### src/rtl/cpu_seq.sv
// Instruction sequencer for the 16-bit RISC core: IR, PC, data-address register and control FSM.
// Optional macro CPU_SEQ_MEM_TIMEOUT_EN adds a per-access wait-state timeout leading to a sticky FAULT state.
//
// state | meaning
// RST   | post-reset idle, one cycle
// IF1   | fetch, wait for mem_ready
// IF2   | fetch data capture into ir
// UPC   | pc increment
// DEC   | opcode dispatch
// WIMM  | write sximm8 to Rn
// GA/GB | load A from Rn, B from Rm
// GB0   | load B only (MOV reg / MVN)
// EX    | ALU op into C, update status
// EX0   | C = 0 op B
// CMP   | status update only
// WB    | write C to Rd
// GA3   | load A from Rn (LDR/STR)
// AD3   | C = Rn + sximm5
// LA    | latch data address from C
// RD/LW | memory read, then write mdata to Rd
// GD/CD | load B from Rd, C = Rd
// WR    | memory write
// BR    | conditional pc update
// HALT  | stopped until reset
// FAULT | memory timeout, sticky (optional)
module cpu_seq #(
  parameter int                ADDR_W      = 9,
  parameter logic [ADDR_W-1:0] RESET_PC    = '0,
  parameter int                MEM_TIMEOUT = 15
) (
  input  logic              clk,
  input  logic              reset,
  input  logic [15:0]       read_data,
  input  logic              mem_ready,
  input  logic [15:0]       datapath_out,
  input  logic              N,
  input  logic              V,
  input  logic              Z,
  output logic [15:0]       ir,
  output logic [ADDR_W-1:0] pc,
  output logic [1:0]        mem_cmd,
  output logic [ADDR_W-1:0] mem_addr,
  output logic              write,
  output logic              loada,
  output logic              loadb,
  output logic              asel,
  output logic              bsel,
  output logic              loadc,
  output logic              loads,
  output logic [1:0]        vsel,
  output logic [2:0]        nsel,
  output logic              halted,
  output logic              fault
);

  typedef enum logic [4:0] {
    S_RST, S_IF1, S_IF2, S_UPC, S_DEC, S_WIMM, S_GA, S_GB, S_GB0, S_EX, S_EX0,
    S_CMP, S_WB, S_GA3, S_AD3, S_LA, S_RD, S_LW, S_GD, S_CD, S_WR, S_BR, S_HALT
`ifdef CPU_SEQ_MEM_TIMEOUT_EN
    , S_FAULT
`endif
  } state_t;

  typedef struct packed {
    logic [1:0] mem_cmd;
    logic       write;
    logic       loada;
    logic       loadb;
    logic       asel;
    logic       bsel;
    logic       loadc;
    logic       loads;
    logic [1:0] vsel;
    logic [2:0] nsel;
    logic       halted;
    logic       fault;
  } ctl_t;

  localparam logic [1:0] CMD_READ  = 2'b01;
  localparam logic [1:0] CMD_WRITE = 2'b10;
  localparam logic [1:0] VSEL_C    = 2'b00;
  localparam logic [1:0] VSEL_IMM  = 2'b10;
  localparam logic [1:0] VSEL_MEM  = 2'b11;
  localparam logic [2:0] NSEL_RN   = 3'b001;
  localparam logic [2:0] NSEL_RM   = 3'b010;
  localparam logic [2:0] NSEL_RD   = 3'b100;

  state_t            state_q, state_d;
  logic [ADDR_W-1:0] pc_q, pc_d;
  logic [ADDR_W-1:0] addr_q, addr_d;
  logic [15:0]       ir_q, ir_d;
  ctl_t              ctl_q, ctl_d;
  logic [15:0]       sximm8;
  logic              br_taken;
  logic              waiting;

  logic [2:0] opcode, cond;
  logic [1:0] op;
  assign opcode = ir_q[15:13];
  assign op     = ir_q[12:11];
  assign cond   = ir_q[10:8];
  assign sximm8 = {{8{ir_q[7]}}, ir_q[7:0]};
  assign waiting = (state_q == S_IF1) || (state_q == S_RD) || (state_q == S_WR);

`ifdef CPU_SEQ_MEM_TIMEOUT_EN
  localparam int CNT_W = (MEM_TIMEOUT > 2) ? $clog2(MEM_TIMEOUT) : 1;
  localparam logic [CNT_W-1:0] CNT_LAST = CNT_W'(MEM_TIMEOUT - 1);
  logic [CNT_W-1:0] cnt_q, cnt_d;
`endif

  function automatic ctl_t decode(input state_t s);
    ctl_t c;
    c = '0;
    case (s)
      S_IF1, S_IF2, S_RD: c.mem_cmd = CMD_READ;
      S_WR:               c.mem_cmd = CMD_WRITE;
      S_WIMM:             begin c.write = 1'b1; c.nsel = NSEL_RN; c.vsel = VSEL_IMM; end
      S_GA, S_GA3:        begin c.loada = 1'b1; c.nsel = NSEL_RN; end
      S_GB, S_GB0:        begin c.loadb = 1'b1; c.nsel = NSEL_RM; end
      S_EX:               begin c.loadc = 1'b1; c.loads = 1'b1; end
      S_EX0, S_CD:        begin c.asel = 1'b1; c.loadc = 1'b1; end
      S_CMP:              c.loads = 1'b1;
      S_WB:               begin c.write = 1'b1; c.vsel = VSEL_C; c.nsel = NSEL_RD; end
      S_AD3:              begin c.bsel = 1'b1; c.loadc = 1'b1; end
      S_LW:               begin c.write = 1'b1; c.vsel = VSEL_MEM; c.nsel = NSEL_RD; end
      S_GD:               begin c.loadb = 1'b1; c.nsel = NSEL_RD; end
      S_HALT:             c.halted = 1'b1;
`ifdef CPU_SEQ_MEM_TIMEOUT_EN
      S_FAULT:            begin c.halted = 1'b1; c.fault = 1'b1; end
`endif
      default:            c = '0;
    endcase
    return c;
  endfunction

  always_comb begin
    case (cond)
      3'b000:  br_taken = 1'b1;
      3'b001:  br_taken = Z;
      3'b010:  br_taken = !Z;
      3'b011:  br_taken = N ^ V;
      3'b100:  br_taken = (N ^ V) | Z;
      default: br_taken = 1'b0;
    endcase
  end

  always_comb begin
    state_d = state_q;
    pc_d    = pc_q;
    addr_d  = addr_q;
    ir_d    = ir_q;
    case (state_q)
      S_RST:  state_d = S_IF1;
      S_IF1:  if (mem_ready) state_d = S_IF2;
      S_IF2:  begin ir_d = read_data; state_d = S_UPC; end
      S_UPC:  begin pc_d = pc_q + ADDR_W'(1); state_d = S_DEC; end
      S_DEC: begin
        case (opcode)
          3'b110: begin
            if (op == 2'b10)      state_d = S_WIMM;
            else if (op == 2'b00) state_d = S_GB0;
            else                  state_d = S_IF1;
          end
          3'b101:         state_d = (op == 2'b11) ? S_GB0 : S_GA;
          3'b011, 3'b100: state_d = (op == 2'b00) ? S_GA3 : S_IF1;
          3'b001:         state_d = S_BR;
          3'b111:         state_d = S_HALT;
          default:        state_d = S_IF1;
        endcase
      end
      S_WIMM: state_d = S_IF1;
      S_GA:   state_d = S_GB;
      S_GB:   state_d = (op == 2'b01) ? S_CMP : S_EX;
      S_GB0:  state_d = S_EX0;
      S_EX:   state_d = S_WB;
      S_EX0:  state_d = S_WB;
      S_CMP:  state_d = S_IF1;
      S_WB:   state_d = S_IF1;
      S_GA3:  state_d = S_AD3;
      S_AD3:  state_d = S_LA;
      S_LA: begin
        addr_d  = datapath_out[ADDR_W-1:0];
        state_d = (opcode == 3'b011) ? S_RD : S_GD;
      end
      S_RD:   if (mem_ready) state_d = S_LW;
      S_LW:   state_d = S_IF1;
      S_GD:   state_d = S_CD;
      S_CD:   state_d = S_WR;
      S_WR:   if (mem_ready) state_d = S_IF1;
      S_BR: begin
        if (br_taken) pc_d = pc_q + sximm8[ADDR_W-1:0];
        state_d = S_IF1;
      end
      S_HALT: state_d = S_HALT;
`ifdef CPU_SEQ_MEM_TIMEOUT_EN
      S_FAULT: state_d = S_FAULT;
`endif
      default: state_d = S_RST;
    endcase
`ifdef CPU_SEQ_MEM_TIMEOUT_EN
    // Counter only runs while an access is stalled; any exit or fresh entry sees zero.
    cnt_d = '0;
    if (waiting && !mem_ready) begin
      if (cnt_q == CNT_LAST) state_d = S_FAULT;
      else                   cnt_d   = cnt_q + CNT_W'(1);
    end
`endif
    ctl_d = decode(state_d);
  end

  always_ff @(posedge clk) begin
    if (reset) begin
      state_q <= S_RST;
      pc_q    <= RESET_PC;
      addr_q  <= '0;
      ir_q    <= '0;
      ctl_q   <= '0;
`ifdef CPU_SEQ_MEM_TIMEOUT_EN
      cnt_q   <= '0;
`endif
    end else begin
      state_q <= state_d;
      pc_q    <= pc_d;
      addr_q  <= addr_d;
      ir_q    <= ir_d;
      ctl_q   <= ctl_d;
`ifdef CPU_SEQ_MEM_TIMEOUT_EN
      cnt_q   <= cnt_d;
`endif
    end
  end

  assign ir       = ir_q;
  assign pc       = pc_q;
  assign mem_addr = (state_q == S_IF1 || state_q == S_IF2) ? pc_q : addr_q;
  assign mem_cmd  = ctl_q.mem_cmd;
  assign write    = ctl_q.write;
  assign loada    = ctl_q.loada;
  assign loadb    = ctl_q.loadb;
  assign asel     = ctl_q.asel;
  assign bsel     = ctl_q.bsel;
  assign loadc    = ctl_q.loadc;
  assign loads    = ctl_q.loads;
  assign vsel     = ctl_q.vsel;
  assign nsel     = ctl_q.nsel;
  assign halted   = ctl_q.halted;
  assign fault    = ctl_q.fault;

  // Upper datapath bits never address memory; the timeout parameter is dead without the feature.
  logic unused_ok;
  assign unused_ok = ^{datapath_out, 32'(MEM_TIMEOUT)};

endmodule

### config.mk
export PLATFORM = sky130hd
export DESIGN_NAME = cpu_seq
export DESIGN_NICKNAME = d
export VERILOG_FILES = /design/src/rtl/cpu_seq.sv
export SDC_FILE = /design/constraint.sdc
export NUM_CORES = 1
export LEC_CHECK = 0
export ABC_CLOCK_PERIOD_IN_PS = 2740
export BUFFER_PORTS_ARGS = -buffer_cell sky130_fd_sc_hd__clkbuf_2
export CAP_MARGIN = 20
export CORE_MARGIN = 5
export CORE_UTILIZATION = 46
export CTS_CLUSTER_SIZE = 28
export DETAILED_ROUTE_END_ITERATION = 8
export PLACE_DENSITY = 0.76
export RECOVER_POWER = 25
export SLEW_MARGIN = 20
export SYNTH_ARGS = -nofsm -noshare
export SYNTH_HDL_FRONTEND = slang
export SYNTH_SLANG_ARGS = --single-unit
### constraint.sdc
create_clock -name clk -period 2.74 [get_ports clk]
set_clock_uncertainty 0.15 [all_clocks]
set_input_delay 0.137 -clock clk [delete_from_list [all_inputs] [get_ports clk]]
set_output_delay 0.137 -clock clk [all_outputs]
set_load 0.03 [all_outputs]
Word level (Yosys, flattened, before mapping)
Cells that the tools add are included.
{ "word_totals": {"romBits": 0, "memories": 0, "latch_bits": 0, "word_cells": 120, "ram_bits": 0, "inputBits": 38, "register_bits": 55} }
{ "op_classes": {"div_mod_pow": 0, "add_sub_neg": 2, "mux": 26, "reduce_logical": 20, "shifts": 0, "eq_ne": 54, "magnitude_cmp": 0, "mul": 0, "bitwise_logic": 2} }
{ "ops": {"columns": ["cell", "n"], "rows": [
  ["5-bit one-hot mux with 17 select lines", 1],
  ["5-bit by 4-bit == test with 1-bit output, second input constant", 15],
  ["5-bit == test, second input constant", 13],
  ["5-bit by 3-bit == test with 1-bit output, second input constant", 7],
  ["5-bit one-hot mux with 5 select lines", 1],
  ["9-bit 2-to-1 mux", 2],
  ["9-bit one-hot mux with 2 select lines", 1],
  ["4-bit 2-to-1 mux", 4],
  ["3-bit == test, second input constant", 5],
  ["5-bit by 2-bit == test with 1-bit output, second input constant", 3],
  ["5-bit 2-to-1 mux", 3],
  ["3-bit OR reduction", 5],
  ["2-bit OR reduction", 6],
  ["5-bit by 1-bit == test with 1-bit output, second input constant", 2],
  ["9-bit by 1-bit adder with 9-bit output, second input constant", 1],
  ["9-bit adder", 1],
  ["3-bit by 2-bit == test with 1-bit output, second input constant", 3],
  ["3-bit one-hot mux with 3 select lines", 1],
  ["1-bit 2-to-1 mux", 8],
  ["2-bit one-hot mux with 2 select lines", 2],
  ["3-bit by 1-bit == test with 1-bit output, second input constant", 2],
  ["6-bit OR reduction", 1],
  ["5-bit logical NOT", 1],
  ["1-bit one-hot mux with 5 select lines", 1],
  ["other kinds (13)", 15]
]} }

Depth between registers and ports, before layout
Gate-level depths: netlist of run 1.
{ "logic_depth": {"ltp_word": 8, "depth_mapped": 14, "depth_no_buf": 14} }

Least setup slack after synthesis of run 1
No wires, ideal clock.
{ "synth_path": {"kind": "register -> register", "from": "register state_q[2]", "to": "register pc_q[8], in the netlist pc[8]", "t_arrival_ns": 2.537, "period_less_slack_ns": 2.757, "t_required_ns": 2.519, "path_slack_ns": -0.017, "stages_incl_launch_ff": 13, "setup_time_ns": 0.071, "path_cell_list": "dfxtp_1 -> buf_2 -> nand3_1 -> nor3b_2 -> nand2_1 -> fa_1 -> nor2b_1 -> o21ai_0 -> a21o_1 -> a21oi_1 -> xnor2_1 -> or3_1 -> a21oi_1"} }
{ "synth_via": {"elab_chain_len": 3, "elab_cells_between_ends": 6, "cone_classes": "eq/ne: 3; mux: 1; reduce/logical: 2"} }
{ "synth_rtl": {"columns": ["element", "line_no", "rtl"], "rows": [
  ["start, declared", "88", "state_t state_q, state_d;"],
  ["start signal, assigned", "222", "state_q <= state_d;"],
  ["5-bit == test or 5-bit by 2-bit == test with 1-bit output (tied branches)", "152", "case (state_q)"],
  ["2-bit inequality test (no line) or 2-bit nonzero test (tied branches)", null, null],
  ["2-bit AND reduction (no line)", null, null],
  ["end signal, assigned", "223", "pc_q <= pc_d;"],
  ["end, declared", "89", "logic [ADDR_W-1:0] pc_q, pc_d;"]
]} }
Parallel ways exist; a longest one is shown, timed or not.
A chain may end at the register's enable or synchronous reset.

Worst setup path in the final report of run 1
{ "layout_path": {"from": "register state_q[1]", "to": "register pc_q[7], in the netlist pc[7]"} }
The elaborated chain is that of the path after synthesis.

==> impl_metrics.json, run 1 <==
{
  "tightest_slew_ns": 0.494,
  "yosys_warnings": 0,
  "syn_to_final_growth_pct": 32.2,
  "max_freq_mhz": 377,
  "cts_tree": "built",
  "crit_family": "simple AND/OR/NAND/NOR gates",
  "hold_ws_ns": 0.151,
  "dp_cells": 490,
  "dieArea_um2": 7930,
  "drc": 0,
  "rsz0062_at_grt": "true",
  "final_cells": 527,
  "holdPathStages": 4,
  "maxCapViolCount": 0,
  "clk_pin_slew_ns": 0.10,
  "ys_seq_area_share_pct": 37.6,
  "cts.sinks": 54,
  "drive_gt1_share_pct": 25.0,
  "cp.arrival_ns": 2.70,
  "hold_path_class": "input pin to flip-flop",
  "grt_pass1_vias": 2687,
  "cp-end-kind": "flip-flop",
  "crit_required_ns": 2.79,
  "status": "finished clean",
  "final_util_pct": 63.4,
  "ir_drop_v": 0.000455,
  "cts_root_buf": "clkbuf_8",
  "vias": 2846,
  "drtPass1Iterations": 4,
  "syn-cell-area_um2": 2870,
  "routed_wl_mm": 7.93,
  "io_pins": 88,
  "synth_seq_cells": 54,
  "die-height_um": 89.0,
  "antenna_left": 0,
  "seqPwrFrac_pct": 33.9,
  "synthArstFlopShare_pct": 0,
  "start_util_pct": 48.0,
  "max_stage_delay_ns": 0.43,
  "min_from": "reset",
  "syn_nets": 391,
  "cts.path.max_buffers": 2,
  "core_area_um2": 5990,
  "synth_ff_type": "dfxtp_1",
  "finalMaxSlewViolations": 0,
  "wire_per_inst_um": 15.0,
  "finalSetupTns_ns": 0,
  "criticalPathCategory": "flip-flop to flip-flop",
  "timing_hold_violations_final": 0,
  "h-tree-depth": 2,
  "combPwrFrac_pct": 47.0,
  "period_minus_slack_ns": 2.65,
  "relSlewSlack_pct": 66.6,
  "viasPerCell": 5.40,
  "p_int_mw": 1.67,
  "grt_pass1_wl_mm": 12.6,
  "die_w_um": 89.0,
  "clock_latency_ns": 0.31,
  "timing.rr.end": "pc[7]",
  "p_sw_mw": 1.24,
  "avgSynthCellArea_um2": 8.35,
  "design_area_um2": 3800,
  "antenna_found_initial": 0,
  "fin_total_pwr_mw": 2.91,
  "hold_path_end": "mem_cmd[0]",
  "setup_violations": 0,
  "reg2reg_from": "state_q[1]",
  "numPortBuffers": 79,
  "crit_path_max_fanout": 5,
  "synth_edf_count": 0,
  "ys_types": 55,
  "rows": 28,
  "cts_buffers": 5,
  "diodes": 0,
  "placed_cell_area_um2": 3350,
  "cellLeakagePower_nw": 1.72,
  "clkPwrFrac_pct": 19.1,
  "grt_usage_pct": 19.9,
  "drt_iter0_drc": 193,
  "grt.overflow.total": 0,
  "cp_num_buf_inv": 2,
  "grt_max_degree": 46,
  "reg2reg_slack_ns": 0.09,
  "pwr_density_cell_nw_per_um2": 767,
  "crit_path_cell_trace": "inv_2 > nand3_2 > nor3b_4 > buf_6 > and2_4 > ha_4 > nand3_1 > o211ai_1 > or4_1 > o311a_1 > xor2_1 > mux2i_1 > nor2_1",
  "p_sw_share_pct": 42.7,
  "setup_ws_ns": 0.0864,
  "gp_congestion": 0.925,
  "dp_hpwl_mm": 5.32,
  "slowest_stage": "or4_1",
  "fin_nets": 498,
  "fill_cells": 487,
  "place_ws_ns": -0.00717,
  "post-route-period-util_pct": 96.8,
  "startpoint_type": "flip-flop",
  "reg2regPathDepth": 13,
  "syn_inst": 344
}
-- area by class of cell --
| class | count | area [um^2] | share of cell area, % |
|---|---|---|---|
| inverter | 8 | 30.0 | 0.791 |
| timing repair buffer | 119 | 737 | 19.4 |
| clock inverter | 3 | 48.8 | 1.29 |
| multi-input combinational | 263 | 1740 | 45.7 |
| sequential | 54 | 1080 | 28.5 |
| tap | 75 | 93.8 | 2.47 |
| clock buffer | 5 | 68.8 | 1.81 |
-- Yosys cell counts, types with 2 or more instances --
cell	count	area [um^2]
a2111oi_0	2	17.5
a211oi_1	3	22.5
a21o_1	4	30.0
a21oi_1	30	150
a221oi_1	2	17.5
a311oi_1	2	17.5
and2_1	8	50.1
and3_1	5	31.3
buf_2	4	20.0
buf_4	3	22.5
clkbuf_1	10	37.5
dfxtp_1	54	1080
ha_1	8	100
inv_1	8	30.0
mux2_2	9	101
mux2i_1	18	180
nand2_1	52	195
nand2b_1	6	37.5
nand3_1	6	30.0
nand3b_1	3	22.5
nor2_1	37	139
nor2b_1	8	50.1
nor3_1	4	20.0
nor4b_1	2	17.5
o21ai_0	13	65.1
o311a_1	2	20.0
o32ai_1	2	17.5
or2_1	2	12.5
or2_2	3	18.8
or4_1	2	15.0
xnor2_1	5	43.8
xor2_1	4	35.0
-- worst register-to-register path, cell delays in order (launching register included) --
cell and delay [ns]:
dfxtp_2 0.33, inv_2 0.05, nand3_2 0.10, nor3b_4 0.28
buf_6 0.15, and2_4 0.15, ha_4 0.21, nand3_1 0.10
o211ai_1 0.12, or4_1 0.43, o311a_1 0.13, xor2_1 0.15
mux2i_1 0.13, nor2_1 0.05
-- worst max-delay path by stage --
| stage | from | endpoint | slack, ns | cells after the start |
|---|---|---|---|---|
| 2_1_floorplan | state_q[4] | pc[8] | 0.003 | 12 |
| 3_3_place_gp | state_q[1] | pc[7] | 0.11 | 13 |
| 3_5_place_dp | state_q[1] | pc[7] | -0.007 | 13 |
| 4_1_cts | state_q[1] | pc[7] | 0.01 | 13 |
| 5_1_grt | state_q[4] | pc[7] | -0.06 | 12 |
| 6_report | state_q[1] | pc[7] | 0.09 | 13 |
-- per-layer routing --
metal	track usage [%]	part of all wire [%]	wire length, um
met1	25.7	41	3280
met2	32.7	48	3800
met3	4.52	8.5	672
met4	7.17	2.3	179
met5	0	0	0
-- placed cells by master (no fill, tap or decap), types with 5 or more instances in the layout --
cell type,Yosys,layout
mux2i_1,18,18
inv_1,8,6
a21oi_1,30,29
buf_4,3,14
nand3_1,6,5
dfxtp_1,54,52
xnor2_1,5,5
mux2_2,9,9
clkbuf_2,0,59
nand2_1,52,51
ha_1,8,5
nor2_1,37,37
clkbuf_1,10,20
nand2b_1,6,6
nor2b_1,8,8
clkbuf_8,0,5
and2_1,8,5
and3_1,5,5
dlygate4sd3_1,0,25
o21ai_0,13,12
-- repair_timing --
action / CTS / global route
endpoints found under the setup margin: 2 / 2
hold endpoints to repair: 25 / 0
pin swaps: 1 / 5
cloned: 0 / 0
buffers inserted: 1 / 3
resized for setup: 3 / 14
hold buffers: 25 / 0
-- sequential cells by signal (all words and copies together) (netlist names) --
name     flops
loadb        1
loadc        1
mem_cmd      2
loada        1
halted       1
loads        1
pc           9
asel         1
ir          16
addr_q       9
state_q      5
vsel         2
bsel         1
nsel         3
write        1
-- kinds of logic (layout without fill, tap and decap cells) --
family | after synthesis | count (layout) | synth area share (%)
flops | 54 | 54 | 37.6
fa+ha+maj | 9 | 9 | 4.18
compound gates | 73 | 73 | 17.2
xor+xnor | 9 | 9 | 2.74
buf+inv | 27 | 135 | 4.36
other cells | 1 | 1 | 0.131
simple gates | 144 | 144 | 23.9
mux | 27 | 27 | 9.80
-- power groups by stage --
| stage | clock, mW | combinational [mW] | sequential [mW] |
|---|---|---|---|
| detailed placement | 0 | 1.32 | 0.998 |
| global route | 0.590 | 1.48 | 1.00 |
| global placement | 0 | 1.30 | 0.996 |
| finish | 0.555 | 1.37 | 0.988 |
| floorplan | 0 | 0.843 | 1.15 |
| CTS | 0.564 | 1.36 | 0.980 |
Power figures use the tool's default switching activity.
==> run 2, diff against run 1 <==
ABC_CLOCK_PERIOD_IN_PS = 2200   (was 2740)
clock period = 2.2 ns   (was 2.74 ns; I/O delays follow)
==> run 2 against run 1 <==
  * The run now ends with setup timing left
  * Count of clock-buffer cells in the layout unchanged
  * Wire length up 19%
  * Total power up 49%
  * Design area up 17%
  * Critical path type unchanged
  * Largest power group unchanged
==> impl_metrics.json, run 2 (synthesis gave the netlist of run 1 again) <==
{
  "post-route-period-util_pct": 124,
  "numPortBuffers": 79,
  "hold_path_class": "input pin to flip-flop",
  "grt_max_degree": 39,
  "startpoint": "state_q[1]",
  "antenna_left": 0,
  "clk_pin_slew_ns": 0.11,
  "design_area_um2": 4450,
  "pwr_density_cell_nw_per_um2": 977,
  "cts.sinks": 54,
  "rows": 28,
  "diodes": 0,
  "layout_commonest_cell": "clkbuf_2",
  "largest_reg_flops": 16,
  "endpoint": "pc[8]",
  "die-height_um": 89.0,
  "drt_iter0_drc": 219,
  "core_area_um2": 5990,
  "startpoint_type": "flip-flop",
  "finalSetupTns_ns": -4.52,
  "crit_path_cell_trace": "inv_2 > nand3_4 > nor3b_4 > nand2b_1 > ha_2 > inv_2 > fa_2 > nor2b_2 > o21ai_2 > a21o_1 > a21oi_2 > xnor2_1 > or3_1 > a21oi_1",
  "vias": 3096,
  "grt_usage_pct": 23.1,
  "timing.rr.end": "pc[8]",
  "cellLeakagePower_nw": 2.00,
  "drtPass1Iterations": 4,
  "place_ws_ns": -0.448,
  "finalMaxSlewViolations": 0,
  "cts_buffers": 5,
  "start_util_pct": 48.0,
  "setup_violations": 28,
  "reg2reg_from": "state_q[1]",
  "cts_tree": "built",
  "placed_cell_area_um2": 3580,
  "criticalPathCategory": "flip-flop to flip-flop",
  "setup_ws_ns": -0.528,
  "hold_ws_ns": 0.302,
  "viasPerCell": 5.44,
  "crit_path_max_fanout": 5,
  "die_w_um": 89.0,
  "maxCapViolCount": 0,
  "cts.path.max_buffers": 2,
  "syn_to_final_growth_pct": 54.9,
  "drive_gt1_share_pct": 39.5,
  "holdPathStages": 4,
  "fin_total_pwr_mw": 4.35,
  "dp_hpwl_mm": 5.54,
  "final_cells": 569,
  "gp_congestion": 0.875,
  "rsz0062_at_grt": "true",
  "violations": "setup timing",
  "crit_required_ns": 2.29,
  "period_minus_slack_ns": 2.73,
  "mostFrequentLayoutCells": "clkbuf_2 (52), nand2_1 (48), dfxtp_1 (46), buf_4 (46), nor2_1 (35)",
  "ir_drop_v": 0.000753,
  "dieArea_um2": 7930,
  "grt_pass1_vias": 3071,
  "cp.arrival_ns": 2.82,
  "antenna_found_initial": 0,
  "clock_latency_ns": 0.32,
  "h-tree-depth": 2,
  "crit_top_cell": "inv_2",
  "slowest_stage": "dfxtp_2",
  "timing_hold_violations_final": 0,
  "wire_per_inst_um": 16.6,
  "grt.overflow.total": 0,
  "cp-end-kind": "flip-flop",
  "cts_root_buf": "clkbuf_8",
  "final_util_pct": 74.3,
  "dp_cells": 514,
  "status": "finished with violations",
  "drc": 0,
  "max_stage_delay_ns": 0.34,
  "max_freq_mhz": 367,
  "reg2reg_slack_ns": -0.53,
  "reg2regPathDepth": 14,
  "grt_pass1_wl_mm": 14.3,
  "fin_nets": 540,
  "routed_wl_mm": 9.45,
  "io_pins": 88
}
-- run 2: what timing repair did --
item                                    4_1_cts  5_1_grt
setup buffers                                10        9
endpoints found under the hold margin        26        0
hold buffers                                 27        0
pin swaps                                    13       15
endpoints found under the setup margin       24       30
resized for setup                            43       39
gates cloned                                  1        0
-- run 2: layer usage --
metal | vias to the layer above | routed length, um | track usage (%)
li1 | 1498 | - | -
met1 | 1454 | 3910 | 28.4
met2 | 126 | 4660 | 39.2
met3 | 18 | 677 | 5.53
met4 | 0 | 206 | 8.53
met5 | - | 0 | 0
-- run 2: area by class of cell --
type                    instances  area, um^2
clock buffers                   5        68.8
clock inverters                 3        21.3
fillers                       414        1540
inverters                       8        30.0
multi-input cells             264        1970
flip-flops and latches         54        1100
well taps                      75        93.8
repair buffers                160        1170
-- run 2: worst max-delay path: cells and delay by family, from the launching register on --
kind | cells | cell delay (ns)
adder cells (fa/ha/maj) | 2 | 0.41
AND/OR/NAND/NOR | 5 | 0.87
buffers and inverters | 2 | 0.13
flip-flops | 1 | 0.34
XOR/XNOR | 1 | 0.14
AO/OA/AOI/OAI | 4 | 0.61
-- run 2: how the worst min path moves through the flow --
stage	from	end	slack [ns]
final	Z	pc[1]	0.30
after global routing	Z	pc[1]	0.33
after CTS	Z	pc[1]	0.24
after detailed placement	read_data[13]	ir[13]	0.18
after global placement	read_data[3]	ir[3]	0.18
after floorplan	read_data[13]	ir[13]	0.09
-- run 2: report_power, final --
group	switching [mW]	internal, mW
combinational	1.40	1.13
clock	0.350	0.225
sequential	0.120	1.12
==> run 3, diff against run 2 <==
CTS_CLUSTER_SIZE = 16   (was 28)
SKIP_LAST_GASP = 1   (was default)
==> run 3 against run 2 <==
  * The flow still finishes with violations (setup timing)
  * Count of clock-buffer cells in the layout unchanged
  * Setup slack gained 0.10 ns
  * Non-clock buffer count unchanged
  * Critical endpoint is now pc[7]
==> impl_metrics.json, run 3 (synthesis gave the netlist of run 1 again) <==
{
  "rsz0062_at_grt": "true",
  "numPortBuffers": 79,
  "rows": 28,
  "grt_pass1_wl_mm": 13.8,
  "grt_max_degree": 39,
  "fin_nets": 540,
  "clock_latency_ns": 0.31,
  "setup_ws_ns": -0.428,
  "io_pins": 88,
  "setup_violations": 27,
  "cellLeakagePower_nw": 2.02,
  "die_w_um": 89.0,
  "diodes": 0,
  "largest_reg_flops": 16,
  "maxCapViolCount": 0,
  "drt_iter0_drc": 200,
  "drc": 0,
  "cts.path.max_buffers": 2,
  "vias": 3023,
  "h-tree-depth": 2,
  "crit_required_ns": 2.25,
  "gp_congestion": 0.875,
  "place_ws_ns": -0.448,
  "grt_usage_pct": 22.3,
  "hold_path_class": "input pin to flip-flop",
  "cts_root_buf": "clkbuf_8",
  "cts_buffers": 5,
  "drive_gt1_share_pct": 37.9,
  "crit_path_max_fanout": 6,
  "violations": "setup timing",
  "seqPwrFrac_pct": 28.8,
  "post-route-period-util_pct": 119,
  "cts_tree": "built",
  "criticalPathCategory": "flip-flop to flip-flop",
  "grt.overflow.total": 0,
  "viasPerCell": 5.31,
  "pwr_density_cell_nw_per_um2": 978,
  "period_minus_slack_ns": 2.63,
  "cp-end-kind": "flip-flop",
  "wire_per_inst_um": 15.4,
  "grt_pass1_vias": 2977,
  "syn_to_final_growth_pct": 52.4,
  "reg2regPathDepth": 13,
  "start_util_pct": 48.0,
  "antenna_found_initial": 0,
  "ir_drop_v": 0.000697,
  "finalSetupTns_ns": -4.20,
  "cts.sinks": 54,
  "p_sw_share_pct": 42.4,
  "holdPathStages": 4,
  "reg2reg_slack_ns": -0.43,
  "fin_total_pwr_mw": 4.29,
  "drtPass1Iterations": 4,
  "die-height_um": 89.0,
  "dieArea_um2": 7930,
  "max_freq_mhz": 381,
  "hold_ws_ns": 0.292,
  "routed_wl_mm": 8.79,
  "combPwrFrac_pct": 57.9,
  "cp.arrival_ns": 2.67,
  "core_area_um2": 5990,
  "layout_commonest_cell": "clkbuf_2",
  "startpoint_type": "flip-flop",
  "p_sw_mw": 1.82,
  "clkPwrFrac_pct": 13.3,
  "finalMaxSlewViolations": 0,
  "antenna_left": 0,
  "fill_cells": 424,
  "dp_hpwl_mm": 5.54,
  "final_util_pct": 73.1,
  "timing_hold_violations_final": 0,
  "p_int_mw": 2.47,
  "mostFrequentLayoutCells": "clkbuf_2 (53), nand2_1 (49), buf_4 (47)",
  "status": "finished with violations",
  "clk_pin_slew_ns": 0.10
}
[run 3: what timing repair did]
item | 4_1_cts | 5_1_grt
gates cloned | 1 | 0
resized for setup | 39 | 33
setup endpoints to repair | 24 | 30
hold buffers | 27 | 0
pin swaps | 12 | 13
buffers inserted | 10 | 9
endpoints found under the hold margin | 26 | 0
[run 3: through the flow]
| step | std cells | instance area [um^2] |
|---|---|---|
| floorplan | 344 | 2930 |
| global placement | 514 | 3580 |
| detailed placement | 514 | 3580 |
| CTS | 560 | 4210 |
| global route | 569 | 4380 |
| finish | 569 | 4380 |
[run 3: worst paths after layout]
path	startpoint	to
max	state_q[1]	pc[7]
max reg2reg	state_q[1]	pc[7]
min reg2reg	ir[5]	ir[5]
min	Z	pc[1]
[run 3: power by group through the flow]
| stage | clock network, mW | registers, mW | logic (mW) |
|---|---|---|---|
| 5_1_grt | 0.626 | 1.26 | 2.65 |
| 3_3_place_gp | 0 | 1.24 | 1.85 |
| 6_report | 0.568 | 1.24 | 2.48 |
| 3_5_place_dp | 0 | 1.25 | 1.88 |
| 2_1_floorplan | 0 | 1.44 | 1.07 |
| 4_1_cts | 0.576 | 1.23 | 2.20 |
[run 3: layer usage]
metal	part of all wire, %	up-vias	global-route usage (%)	routed length (um)
met5	0	-	0	0
met4	2.9	0	8.53	254
met1	43	1410	27.7	3800
met3	6.0	23	5.62	531
li1	-	1495	-	-
met2	48	95	37.1	4210
[run 3: final cells by class]
class | instances | area, um^2 | area share [%]
clock inverter | 3 | 21.3 | 0.486
sequential | 54 | 1100 | 25.0
inverter | 8 | 30.0 | 0.686
multi-input combinational | 264 | 1900 | 43.4
tap | 75 | 93.8 | 2.14
clock buffer | 5 | 68.8 | 1.57
timing repair buffer | 160 | 1170 | 26.7
[run 3: worst max-delay path: stages, from the launching register on]
cell,delay (ns)
dfxtp_2,0.34
inv_2,0.07
nand3_4,0.08
nor3b_4,0.31
nand2_2,0.12
inv_2,0.09
ha_4,0.19
a21oi_2,0.17
o211ai_1,0.13
or4_1,0.41
o311a_1,0.13
xor2_1,0.14
mux2i_1,0.13
nor2_1,0.05
